File: config.mk
export PLATFORM = sky130hd
export DESIGN_NAME = sramc_wb_ctrl
export DESIGN_NICKNAME = d
export VERILOG_FILES = /design/src/rtl/sramc_wb_ctrl_pkg.sv /design/src/rtl/sramc_port_arb.sv /design/src/rtl/sramc_wb_ctrl.sv
export SDC_FILE = /design/constraint.sdc
export NUM_CORES = 1
export LEC_CHECK = 0
export CAP_MARGIN = 20
export CORE_MARGIN = 2
export CORE_UTILIZATION = 44
export DETAILED_ROUTE_END_ITERATION = 8
export GPL_TIMING_DRIVEN = 0
export PLACE_DENSITY = 0.85
export SETUP_SLACK_MARGIN = 0.1
export SLEW_MARGIN = 20
export SYNTH_ARGS = -nofsm -noshare
export SYNTH_HDL_FRONTEND = slang
export SYNTH_SLANG_ARGS = --single-unit
File: constraint.sdc
create_clock -name clk -period 2 [get_ports clk]
set_input_delay 0.3 -clock clk [delete_from_list [all_inputs] [get_ports clk]]
set_output_delay 0.3 -clock clk [all_outputs]
set_load 0.01 [all_outputs]
File: src/rtl/sramc_wb_ctrl_pkg.sv
// Shared definitions for the C-buffer SRAM writeback controller:
// controller state encoding, buffer geometry and SRAM write-enable polarity.
package sramc_wb_ctrl_pkg;

    localparam int SRAM_DEPTH = 2048;
    localparam int DATA_W     = 8;
    localparam int ADDR_W     = $clog2(SRAM_DEPTH);

    // The SRAM write enable is active low.
    localparam logic WEN_WRITE = 1'b0;
    localparam logic WEN_READ  = 1'b1;

    typedef enum logic [1:0] {
        IDLE     = 2'd0,
        WAIT_ROW = 2'd1,
        WRITE    = 2'd2,
        FIN      = 2'd3
    } state_t;

endpackage

File: src/rtl/sramc_port_arb.sv
// Two-requester arbiter for the single C-SRAM port. The writeback engine and
// the host alternate when both request: the host always receives the cycle
// following an issued write, otherwise the lone requester wins at once.
// Also carries the one-cycle read-valid pipeline for host reads.
module sramc_port_arb (
    input  logic i_clk,
    input  logic i_rst,
    input  logic i_wr_req,
    input  logic i_host_req,
    output logic o_wr_gnt,
    output logic o_host_gnt,
    output logic o_host_rvalid
);

    logic r_last_wr;
    logic r_rvalid;
    logic w_wr;
    logic w_host;

    // Reset masks both requesters so no SRAM access is issued in that cycle.
    assign w_wr   = i_wr_req   & ~i_rst;
    assign w_host = i_host_req & ~i_rst;

    assign o_host_gnt    = w_host & (~w_wr | r_last_wr);
    assign o_wr_gnt      = w_wr & ~o_host_gnt;
    // A read granted just before reset is dropped rather than reported.
    assign o_host_rvalid = r_rvalid & ~i_rst;

    // Remember who used the port last cycle and pipeline the read valid.
    always_ff @(posedge i_clk) begin
        if (i_rst) begin
            r_last_wr <= 1'b0;
            r_rvalid  <= 1'b0;
        end else begin
            r_last_wr <= o_wr_gnt;
            r_rvalid  <= o_host_gnt;
        end
    end

endmodule

File: src/rtl/sramc_wb_ctrl.sv
// C-buffer writeback controller: accepts completed result rows from the
// systolic array, serializes them into row-major SRAM writes from a
// programmable base address, and shares the SRAM port with host reads.
module sramc_wb_ctrl #(
    parameter int N      = 8,
    parameter int ADDR_W = sramc_wb_ctrl_pkg::ADDR_W,
    parameter int DATA_W = sramc_wb_ctrl_pkg::DATA_W
) (
    input  logic                  clk,
    input  logic                  rst,
    input  logic                  start,
    input  logic [ADDR_W-1:0]     base_addr,
    input  logic [ADDR_W-1:0]     num_rows,
    output logic                  busy,
    output logic                  done,
    input  logic                  row_valid,
    input  logic [N*DATA_W-1:0]   row_data,
    output logic                  row_ready,
    input  logic                  host_req,
    input  logic [ADDR_W-1:0]     host_addr,
    output logic                  host_gnt,
    output logic                  host_rvalid,
    output logic [DATA_W-1:0]     host_rdata,
    output logic                  sram_en,
    output logic                  sram_wen,
    output logic [ADDR_W-1:0]     sram_addr,
    output logic [DATA_W-1:0]     sram_d,
    input  logic [DATA_W-1:0]     sram_q
);
    import sramc_wb_ctrl_pkg::*;

    localparam int                CW       = $clog2(N);
    localparam logic [CW-1:0]     COL_LAST = CW'(N - 1);
    localparam logic [CW-1:0]     COL_INC  = CW'(1);
    localparam logic [ADDR_W-1:0] ROW_INC  = ADDR_W'(1);

    state_t              r_state;
    state_t              w_state_nxt;
    logic [ADDR_W-1:0]   r_base;
    logic [ADDR_W-1:0]   r_num_rows;
    logic [ADDR_W-1:0]   r_row_idx;
    logic [CW-1:0]       r_col;
    logic [N*DATA_W-1:0] r_buf;

    logic                w_wr_req;
    logic                w_wr_gnt;
    logic                w_host_gnt;
    logic                w_last_col;
    logic [ADDR_W-1:0]   w_row_nxt;
    logic [ADDR_W-1:0]   w_wr_addr;

    assign w_wr_req   = (r_state == WRITE);
    assign w_last_col = (r_col == COL_LAST);
    assign w_row_nxt  = r_row_idx + ROW_INC;
    // N is a power of two, so row_idx*N + col is a plain concatenation;
    // truncation to ADDR_W gives the modulo-2^ADDR_W wrap.
    assign w_wr_addr  = r_base + ADDR_W'({r_row_idx, r_col});

    sramc_port_arb u_arb (
        .i_clk         (clk),
        .i_rst         (rst),
        .i_wr_req      (w_wr_req),
        .i_host_req    (host_req),
        .o_wr_gnt      (w_wr_gnt),
        .o_host_gnt    (w_host_gnt),
        .o_host_rvalid (host_rvalid)
    );

    assign host_gnt   = w_host_gnt;
    // sram_q is already the SRAM's registered output for the granted read.
    assign host_rdata = host_rvalid ? sram_q : '0;

    // Controller state register.
    always_ff @(posedge clk) begin
        if (rst) r_state <= IDLE;
        else     r_state <= w_state_nxt;
    end

    // Next-state decode and job status outputs.
    always_comb begin
        w_state_nxt = r_state;
        busy        = 1'b0;
        done        = 1'b0;
        row_ready   = 1'b0;
        case (r_state)
            IDLE: begin
                if (start) w_state_nxt = (num_rows == '0) ? FIN : WAIT_ROW;
            end
            WAIT_ROW: begin
                busy      = 1'b1;
                row_ready = 1'b1;
                if (row_valid) w_state_nxt = WRITE;
            end
            WRITE: begin
                busy = 1'b1;
                if (w_wr_gnt && w_last_col)
                    w_state_nxt = (w_row_nxt == r_num_rows) ? FIN : WAIT_ROW;
            end
            FIN: begin
                busy        = 1'b1;
                done        = 1'b1;
                w_state_nxt = IDLE;
            end
            default: w_state_nxt = IDLE;
        endcase
    end

    // SRAM port mux: writeback element or host read, idle otherwise.
    always_comb begin
        sram_en   = 1'b0;
        sram_wen  = WEN_READ;
        sram_addr = '0;
        sram_d    = '0;
        if (w_wr_gnt) begin
            sram_en   = 1'b1;
            sram_wen  = WEN_WRITE;
            sram_addr = w_wr_addr;
            sram_d    = r_buf[r_col*DATA_W +: DATA_W];
        end else if (w_host_gnt) begin
            sram_en   = 1'b1;
            sram_wen  = WEN_READ;
            sram_addr = host_addr;
        end
    end

    // Job parameters, row/column counters and the row buffer.
    always_ff @(posedge clk) begin
        if (rst) begin
            r_base     <= '0;
            r_num_rows <= '0;
            r_row_idx  <= '0;
            r_col      <= '0;
            r_buf      <= '0;
        end else begin
            if (r_state == IDLE && start) begin
                r_base     <= base_addr;
                r_num_rows <= num_rows;
                r_row_idx  <= '0;
                r_col      <= '0;
            end
            if (r_state == WAIT_ROW && row_valid) begin
                r_buf <= row_data;
                r_col <= '0;
            end
            // A stalled write (host slot) leaves the column untouched.
            if (w_wr_gnt) begin
                r_col <= r_col + COL_INC;
                if (w_last_col) r_row_idx <= w_row_nxt;
            end
        end
    end

endmodule

-- Word level (Yosys, flattened, before mapping)
Cells that the tools add are included.
- register bits: 104
- bits in latches: 0
- memory bits (writable): 0
- memory bits (read-only): 0
- input port bits: 110
- output and inout bits: 34
- memories: 0
- add/sub/neg operators: 3
- $mul: 0
- divide/modulo/power cells: 0
- order comparisons: 0
- eq/ne operators: 8
- shifts and indexed selects: 1
- multiplexer cells: 22
- bitwise logic cells: 9
- reductions and logical operators: 8
- operators with widths (kind ; number):
    64-bit by 7-bit indexed part select with 8-bit output ; 1
    11-bit two-way mux ; 5
    8-bit two-way mux ; 2
    11-bit by 1-bit adder with 11-bit output (second input constant) ; 1
    11-bit adder ; 1
    11-bit equality test ; 1
    11-bit logical NOT ; 1
    2-bit two-way mux ; 5
    3-bit two-way mux ; 3
    2-bit case mux with 4 select lines ; 1
    1-bit two-way mux ; 6
    2-bit != test (second input constant) ; 3
    1-bit bitwise AND ; 5
    2-bit equality test (second input constant) ; 2
    3-bit by 1-bit adder with 3-bit output (second input constant) ; 1
    3-bit equality test (second input constant) ; 1
    1-bit logical AND ; 3
    1-bit inverter ; 3
    3-bit AND reduction ; 1
    3-bit nonzero test ; 1
    3-bit OR reduction ; 1
    2-bit by 1-bit equality test with 1-bit output (second input constant) ; 1
    2-bit logical NOT ; 1
    1-bit bitwise OR ; 1

-- Depth between registers and ports, before layout
Gate-level depths: netlist of the first run.
- word-level depth: 10
- depth in mapped cells: 9
- gate-level depth less buffers: 8

-- Cells and area by module
From an unflattened synthesis of the first run, not the netlist that was laid out.
- cell total of the unflattened synthesis: 662
- area, all modules: 5301.3 um^2
- by module, submodules not included (module ; instances ; cells each ; area each (um^2) ; seq. area each (um^2)):
    sramc_wb_ctrl ; 1 ; 653 ; 5212.5 ; 2042.0
    sramc_port_arb ; 1 ; 9 ; 88.8 ; 40.0

-- Worst setup path before layout of the first run
No wires, ideal clock.
- kind: register to output
- start: register r_base[1]
- end: output port sram_addr[9]
- arrival time: 1773 ps
- required time: 1700 ps
- setup slack: -73 ps
- cell stages (with the launch flop): 8
- path buffers: 0
- cells stage by stage: dfxtp_1 ha_1 a211o_1 a211oi_1 or2_2 a21oi_1 xnor2_1 o21ai_0
- longest elaborated chain between the ends: 2
- RTL lines (item ; line ; RTL):
    start: declaration ; sramc_wb_ctrl.sv:39 ; logic [ADDR_W-1:0] r_base;
    start signal: assignment ; sramc_wb_ctrl.sv:136 ; r_base <= base_addr;
    11-bit adder ; sramc_wb_ctrl.sv:57 ; assign w_wr_addr = r_base + ADDR_W'({r_row_idx, r_col});
    11-bit two-way mux ; sramc_wb_ctrl.sv:114 ; if (w_wr_gnt) begin
    end: declaration ; sramc_wb_ctrl.sv:26 ; output logic [ADDR_W-1:0] sram_addr,
Every way passes these cells.

-- Worst setup path in the final report of the first run
- start: register r_base[1]
- end: output port sram_addr[7]
The elaborated chain is that of the path after synthesis.

==> results of run 1 <==
[per-stage QoR]
stage / instance area (sq um) / power (uW) / TNS (ns) / instances / hold slack, ns
after detailed placement: 6855 / 3041 / -16.70 / 937 / 0.4440
after floorplan: 5255 / 2636 / 0 / 652 / 0.4285
after CTS: 7537 / 4817 / -5.333 / 982 / 0.4182
final: 7954 / 4946 / -7.632 / 1010 / 0.4255
after global routing: 7954 / 5103 / -8.672 / 1010 / 0.4364
after global placement: 6855 / 3029 / -16.11 / 937 / 0.4401
[critical path: cells and delay by family (launching register included)]
kind                     cells  cell delay (ns)
adder cells (fa/ha/maj)      1             0.24
flip-flops                   1             0.36
AO/OA/AOI/OAI                5             0.94
buffers and inverters        2             0.30
XOR/XNOR                     1             0.20
[state kept, by name, indices dropped and copies added, names as in the netlist]
| name | cells |
|---|---|
| r_buf | 64 |
| r_base | 11 |
| r_num_rows | 11 |
| r_row_idx | 11 |
| r_col | 3 |
| r_state | 2 |
| u_arb.r_last_wr | 1 |
| u_arb.r_rvalid | 1 |
[cells by family (layout without fill, tap and decap cells)]
| family | count (synthesis) | after routing | synth area share |
|---|---|---|---|
| buffers and inverters | 53 | 268 | 0.04441 |
| adder cells (fa/ha/maj) | 14 | 14 | 0.03505 |
| flip-flops | 104 | 104 | 0.3994 |
| XOR/XNOR | 22 | 22 | 0.03697 |
| AO/OA/AOI/OAI | 153 | 153 | 0.1613 |
| AND/OR/NAND/NOR | 280 | 280 | 0.2343 |
| multiplexers | 26 | 26 | 0.08858 |
[path summary, 6_finish.rpt]
path                     to  slack (ns)  cells after the start
min reg2reg       r_buf[61]        0.45                      2
max            sram_addr[7]       -0.69                      9
max reg2reg      r_state[1]       -0.10                     10
min          u_arb.r_rvalid        0.43                      2
[timing repair]
| item | in CTS | in global routing |
|---|---|---|
| resized for setup | 167 | 53 |
| buffers inserted | 29 | 30 |
| pin swaps | 27 | 33 |
| endpoints found under the setup margin | 35 | 40 |
| gates cloned | 0 | 2 |
| endpoints found under the hold margin | 0 | 0 |
[cell usage after synthesis (all sizes together), types with 3 or more instances]
| cell type | count |
|---|---|
| mux2i | 9 |
| nand3b | 3 |
| nor2 | 28 |
| buf | 20 |
| and4 | 3 |
| xnor2 | 13 |
| nor3b | 5 |
| a211o | 3 |
| a211oi | 4 |
| or3 | 4 |
| dfxtp | 104 |
| a21o | 4 |
| nand3 | 10 |
| a21oi | 111 |
| inv | 4 |
| nor3 | 5 |
| ha | 13 |
| clkbuf | 29 |
| and2 | 13 |
| mux4 | 16 |
| nand2b | 3 |
| nand2 | 191 |
| o21ai | 19 |
| nand4 | 3 |
| nor4 | 5 |
| xor2 | 9 |
[per-layer routing]
| metal | vias up | track usage |
|---|---|---|
| met5 | - | 0 |
| met4 | 0 | 0.08130 |
| met3 | 56 | 0.04392 |
| met2 | 311 | 0.4299 |
| met1 | 2585 | 0.2954 |
| li1 | 2651 | - |
[where the power goes]
group          switching (uW)  leakage, uW  internal (uW)
Sequential               67.3     0.000850           2160
Clock                     879     0.000144            873
Combinational             442      0.00207            528
Total                    1390      0.00307           3560
[cell type report]
| type | instances | area (sq um) |
|---|---|---|
| Multi-Input combinational cell | 495 | 3149 |
| Tap cell | 143 | 178.9 |
| Fill cell | 852 | 3513 |
| Clock inverter | 7 | 62.56 |
| Timing Repair Buffer | 201 | 1896 |
| Sequential cell | 104 | 2105 |
| Clock buffer | 9 | 225.2 |
| Inverter | 4 | 18.77 |
| Buffer | 47 | 319.1 |
[placed cells by master (no fill, tap or decap), types with 16 or more instances in the layout]
| master | Yosys | routed |
|---|---|---|
| buf_6 | 0 | 22 |
| buf_2 | 14 | 26 |
| buf_4 | 4 | 41 |
| nand2_1 | 191 | 188 |
| mux4_2 | 16 | 16 |
| nor2_1 | 28 | 24 |
| dfxtp_1 | 104 | 94 |
| clkbuf_1 | 29 | 22 |
| a21oi_1 | 111 | 103 |
| clkdlybuf4s50_1 | 0 | 108 |
==> results.md, run 1 <==
- Status: complete, but fails checks
- Failing checks: negative setup slack
- Top Layer Used: met4
- Setup crit end kind: output port
- Number of synthesized flops with an enable pin: 0
- Critical path type: reg -> out
- Post-synth top flop: dfxtp_1
- Critical path arrival: 2.39 ns
- Crit-path max FO: 3
- Area share of the largest cell type after synthesis: 0.3994
- Area growth syn-to-layout: 52.59%
- CP cell instances: ha_4 > a211o_1 > a211oi_2 > buf_4 > o21bai_1 > a21oi_1 > xor2_1 > o21ai_2 > buf_2
- Slew HR: 0.5631
- Residual overflow from global routing: 0
- Vias in the first global route: 5122
- Largest net degree at the start of global routing: 20
- Synthesized Nets: 776
- Post-DP HPWL: 11050 um
- Share of layout cells above drive strength 1: 0.2203
- Clk buf depth: 2
- CP Launch Point: r_base[1]
- # H-tree levels: 3
- Share of synthesized registers carrying an async set or reset: 0
- Maximum VDD drop: 407.7 uV
- Metal2 WL: 8939 um
- DR vias: 5603
- Critical Path Start Type: flop
- Slew Limit Fails: 0
- GRT Resource Usage Total: 0.2419
- Mapped Area: 0.005212 sq mm
- # clock sinks: 104
- Die width: 112.8 um
- Top cells by area, synth: dfxtp_1 40%, nand2_1 14%, a21oi_1 11%
- Ant. Diodes: 0
- Yosys warnings: 0
- First-pass DRT Iterations: 5
- Crit path largest cell delay: 0.36 ns
- Final antenna-violating net count: 0
- Cell variety after synth: 48
- Root buffer cell: clkbuf_16
- Final Cycle Share: 1.344
- IO Count: 144
- Worst-skew pair later-pin latency: 0.35 ns
- CTS tree: yes
- Sequential area share after synthesis: 0.3994
- Pwr/cell area: 621.8 mW/mm^2
- Global-route wire length before repair: 24640 um
- Leakage: 0.003068 uW
- WL final: 17860 um
- Register bit total from synthesis: 104
- Clock skew: 0.003661 ns
- Num CTS Buffers: 9
- Final Setup Violations: 20
- Met3 Routed Length: 1505 um
- Mean routed wirelength per cell: 17.68 um
- Core area: 0.01147 sq mm
- RSZ-0062 raised after global routing: true
- Pre-CTS setup slack: -0.8666 ns
- Metal-1 WL: 6779 um
- Die Height: 112.8 um
- Final nets: 986
- Initial Util: 0.4546
- Hold Vio Cnt, Final: 0
- FF-to-FF Start: r_row_idx[0]
- Worst min-delay path category: in -> reg
- Initial antenna violation count: 0
- Slew @ Worst Pin: 0.6554 ns
- RD Place Congestion: 0.8958
- Vias per cell: 5.548
- Hold_sp: host_req
- Post-CTS Hold Fix Bufs: 0
- Max-Cap Viols: 0
- Post-synthesis cell type with the largest combined area: dfxtp_1
- Minimum clock period: 2.688 ns
- Number of port buffers: 142
- Worst setup margin: -0.6877 ns
- Required @ worst endpoint: 1.70 ns
- Mean Syn Cell Area: 7.995 sq um
- Layout Utilization: 0.6936
- Clock transition at the registers of the reported paths: 0.07 ns
- Row Count: 39
- Initial DRC count: 325
- Fmax: 372.1 MHz
- Cells after Synth: 652
- Slowest cell on crit path: dfxtp_4
- Post-route DRC: 0
- Die area: 0.01273 sq mm
No activity file was read; power rests on OpenSTA's default activity.
==> run 2: changes to the inputs <==
TNS_END_PERCENT = 50   (was default)
==> run 2 against run 1 <==
The flow still finishes with violations (negative setup slack). Critical path depth shrank 1. Sequential share of layout area rose by 0.88 points. Combinational power fell by 7.1%. Die area did not move. Core utilization is 2.0 points lower. Flip-flop and latch count stayed put. Worst setup slack improved by 0.17 ns. Highest routed layer unchanged.
==> results.md, run 2 (synthesis gave the netlist of run 1 again) <==
- Status: complete, but fails checks
- Failing checks: negative setup slack
- # H-tree levels: 3
- Num CTS Buffers: 9
- Final Setup Violations: 20
- Slew HR: 0.5492
- Reg-to-reg critical path endpoint: r_state[1]
- Maximum VDD drop: 375.2 uV
- Biggest register: r_buf
- IO Count: 144
- Critical Path Start Type: flop
- Worst-skew pair later-pin latency: 0.34 ns
- Post-DP HPWL: 11310 um
- RSZ-0062 raised after global routing: true
- Initial DRC count: 351
- Power Total: 5024 uW
- Final Cycle Share: 1.259
- Number of port buffers: 142
- Slew @ Worst Pin: 0.6761 ns
- WL final: 17020 um
- Register Area: 0.002113 sq mm
- Die width: 112.8 um
- Setup crit end kind: output port
- GRT Resource Usage Total: 0.2501
- # fillers: 874
- Final nets: 962
- Fmax: 397.3 MHz
- First-pass DRT Iterations: 5
- Largest net degree at the start of global routing: 17
- Final antenna-violating net count: 0
- Hold_sp: host_req
- Root buffer cell: clkbuf_16
- Global-route wire length before repair: 25500 um
- Worst hold path depth: 2
- Vias per cell: 5.516
- Ant. Diodes: 0
- Post-route DRC: 0
- Max reg flops: 64
- Commonest cells after routing, fill and taps aside: 187 x nand2_1, 110 x clkdlybuf4s50_1, 106 x a21oi_1
- Post-CTS Hold Fix Bufs: 0
- Initial Util: 0.4546
- Worst setup margin: -0.5170 ns
- Worst min-delay path category: in -> reg
- Critical path arrival: 2.22 ns
- DR vias: 5428
- Hold Vio Cnt, Final: 0
- Die area: 0.01273 sq mm
- FF-to-FF Start: r_row_idx[0]
- Crit-path max FO: 2
- Required @ worst endpoint: 1.70 ns
- CTS tree: yes
- Residual overflow from global routing: 0
- Mean routed wirelength per cell: 17.29 um
- FF-to-FF path depth: 9
- Commonest non-fill, non-tap cell in the layout: nand2_1
- R2R Setup Slk: -0.02 ns
- Area of the multi-input gates: 0.003117 sq mm
- Post-route setup TNS: -6.002 ns
- Die Height: 112.8 um
- Minimum clock period: 2.517 ns
- Vias in the first global route: 5199
- Row Count: 39
- Area growth syn-to-layout: 48.30%
- # clock sinks: 104
- Leakage: 0.002950 uW
- Initial antenna violation count: 0
- Core area: 0.01147 sq mm
- Pwr/cell area: 649.9 mW/mm^2
- Share of layout cells above drive strength 1: 0.1879
- Clock transition at the registers of the reported paths: 0.07 ns
- Max-Cap Viols: 0
- Critical path type: reg -> out
- Slew Limit Fails: 0
- RD Place Congestion: 0.8949
- Clk buf depth: 2
- Hold EP: u_arb.r_rvalid
- Clock skew: 0.005606 ns
## run 2: cell types whose count changed in the layout (fill, tap and decap cells not counted), moves of 4 or more
cell / delta
dlygate4sd2_1: +5
o21ai_0: +4
buf_2: -10
clkbuf_2: +4
buf_6: -6
o21ai_1: -4
dfxtp_2: -5
buf_4: -13
dfxtp_4: +4
## run 2: worst max path at each step
stage	from	to	slack, ns	cells past startpoint
2_1_floorplan	r_col[1]	sram_addr[9]	0.08	7
3_3_place_gp	host_req	sram_addr[2]	-0.92	6
3_5_place_dp	host_req	sram_addr[2]	-0.90	6
4_1_cts	r_col[1]	sram_addr[7]	-0.48	8
5_1_grt	r_col[1]	sram_addr[7]	-0.56	8
6_report	r_col[1]	sram_addr[7]	-0.52	8
## run 2: stage by stage
step / instances / setup slack (ns) / hold slack [ns] / utilization / area (sq um)
after global placement: 937 / -0.9249 / 0.4386 / 0.5975 / 6852
after detailed placement: 937 / -0.8963 / 0.4435 / 0.5975 / 6852
after CTS: 971 / -0.4811 / 0.4200 / 0.6529 / 7487
after global routing: 984 / -0.5624 / 0.4400 / 0.6741 / 7730
after floorplan: 652 / 0.07956 / 0.4285 / - / 5251
final: 984 / -0.5170 / 0.4249 / 0.6741 / 7730
## run 2: layout make-up
class,instances,share of cell area
Buffer,48,0.04322
Clock buffer,9,0.02914
Clock inverter,5,0.01036
Inverter,4,0.002428
Multi-Input combinational cell,495,0.4032
Sequential cell,104,0.2734
Tap cell,143,0.02315
Timing Repair Buffer,176,0.2151
## run 2: routing by layer
metal	share of wire	track usage	up-vias
li1	-	-	2602
met3	0.075	0.04499	39
met1	0.39	0.3040	2521
met2	0.52	0.4487	266
met4	0.022	0.07967	0
met5	0	0	-
## run 2: repair_timing
action	CTS	global route
gates resized for setup	146	48
pin swaps	22	13
endpoints found under the setup margin	34	52
setup buffers	20	15
## run 2: report_power, final
group	switching, uW	total [uW]	internal (uW)
Clock	808	1900	1090
Sequential	72.1	2230	2150
Combinational	415	901	485
Total	1300	5020	3730
## run 2: critical path: stages (launching register included)
cell and delay [ns]:
dfxtp_4 0.37, ha_4 0.24, a211o_1 0.30, a211oi_2 0.28, o21bai_1 0.09, a21oi_1 0.18
xor2_1 0.23, o21ai_2 0.06, buf_2 0.13
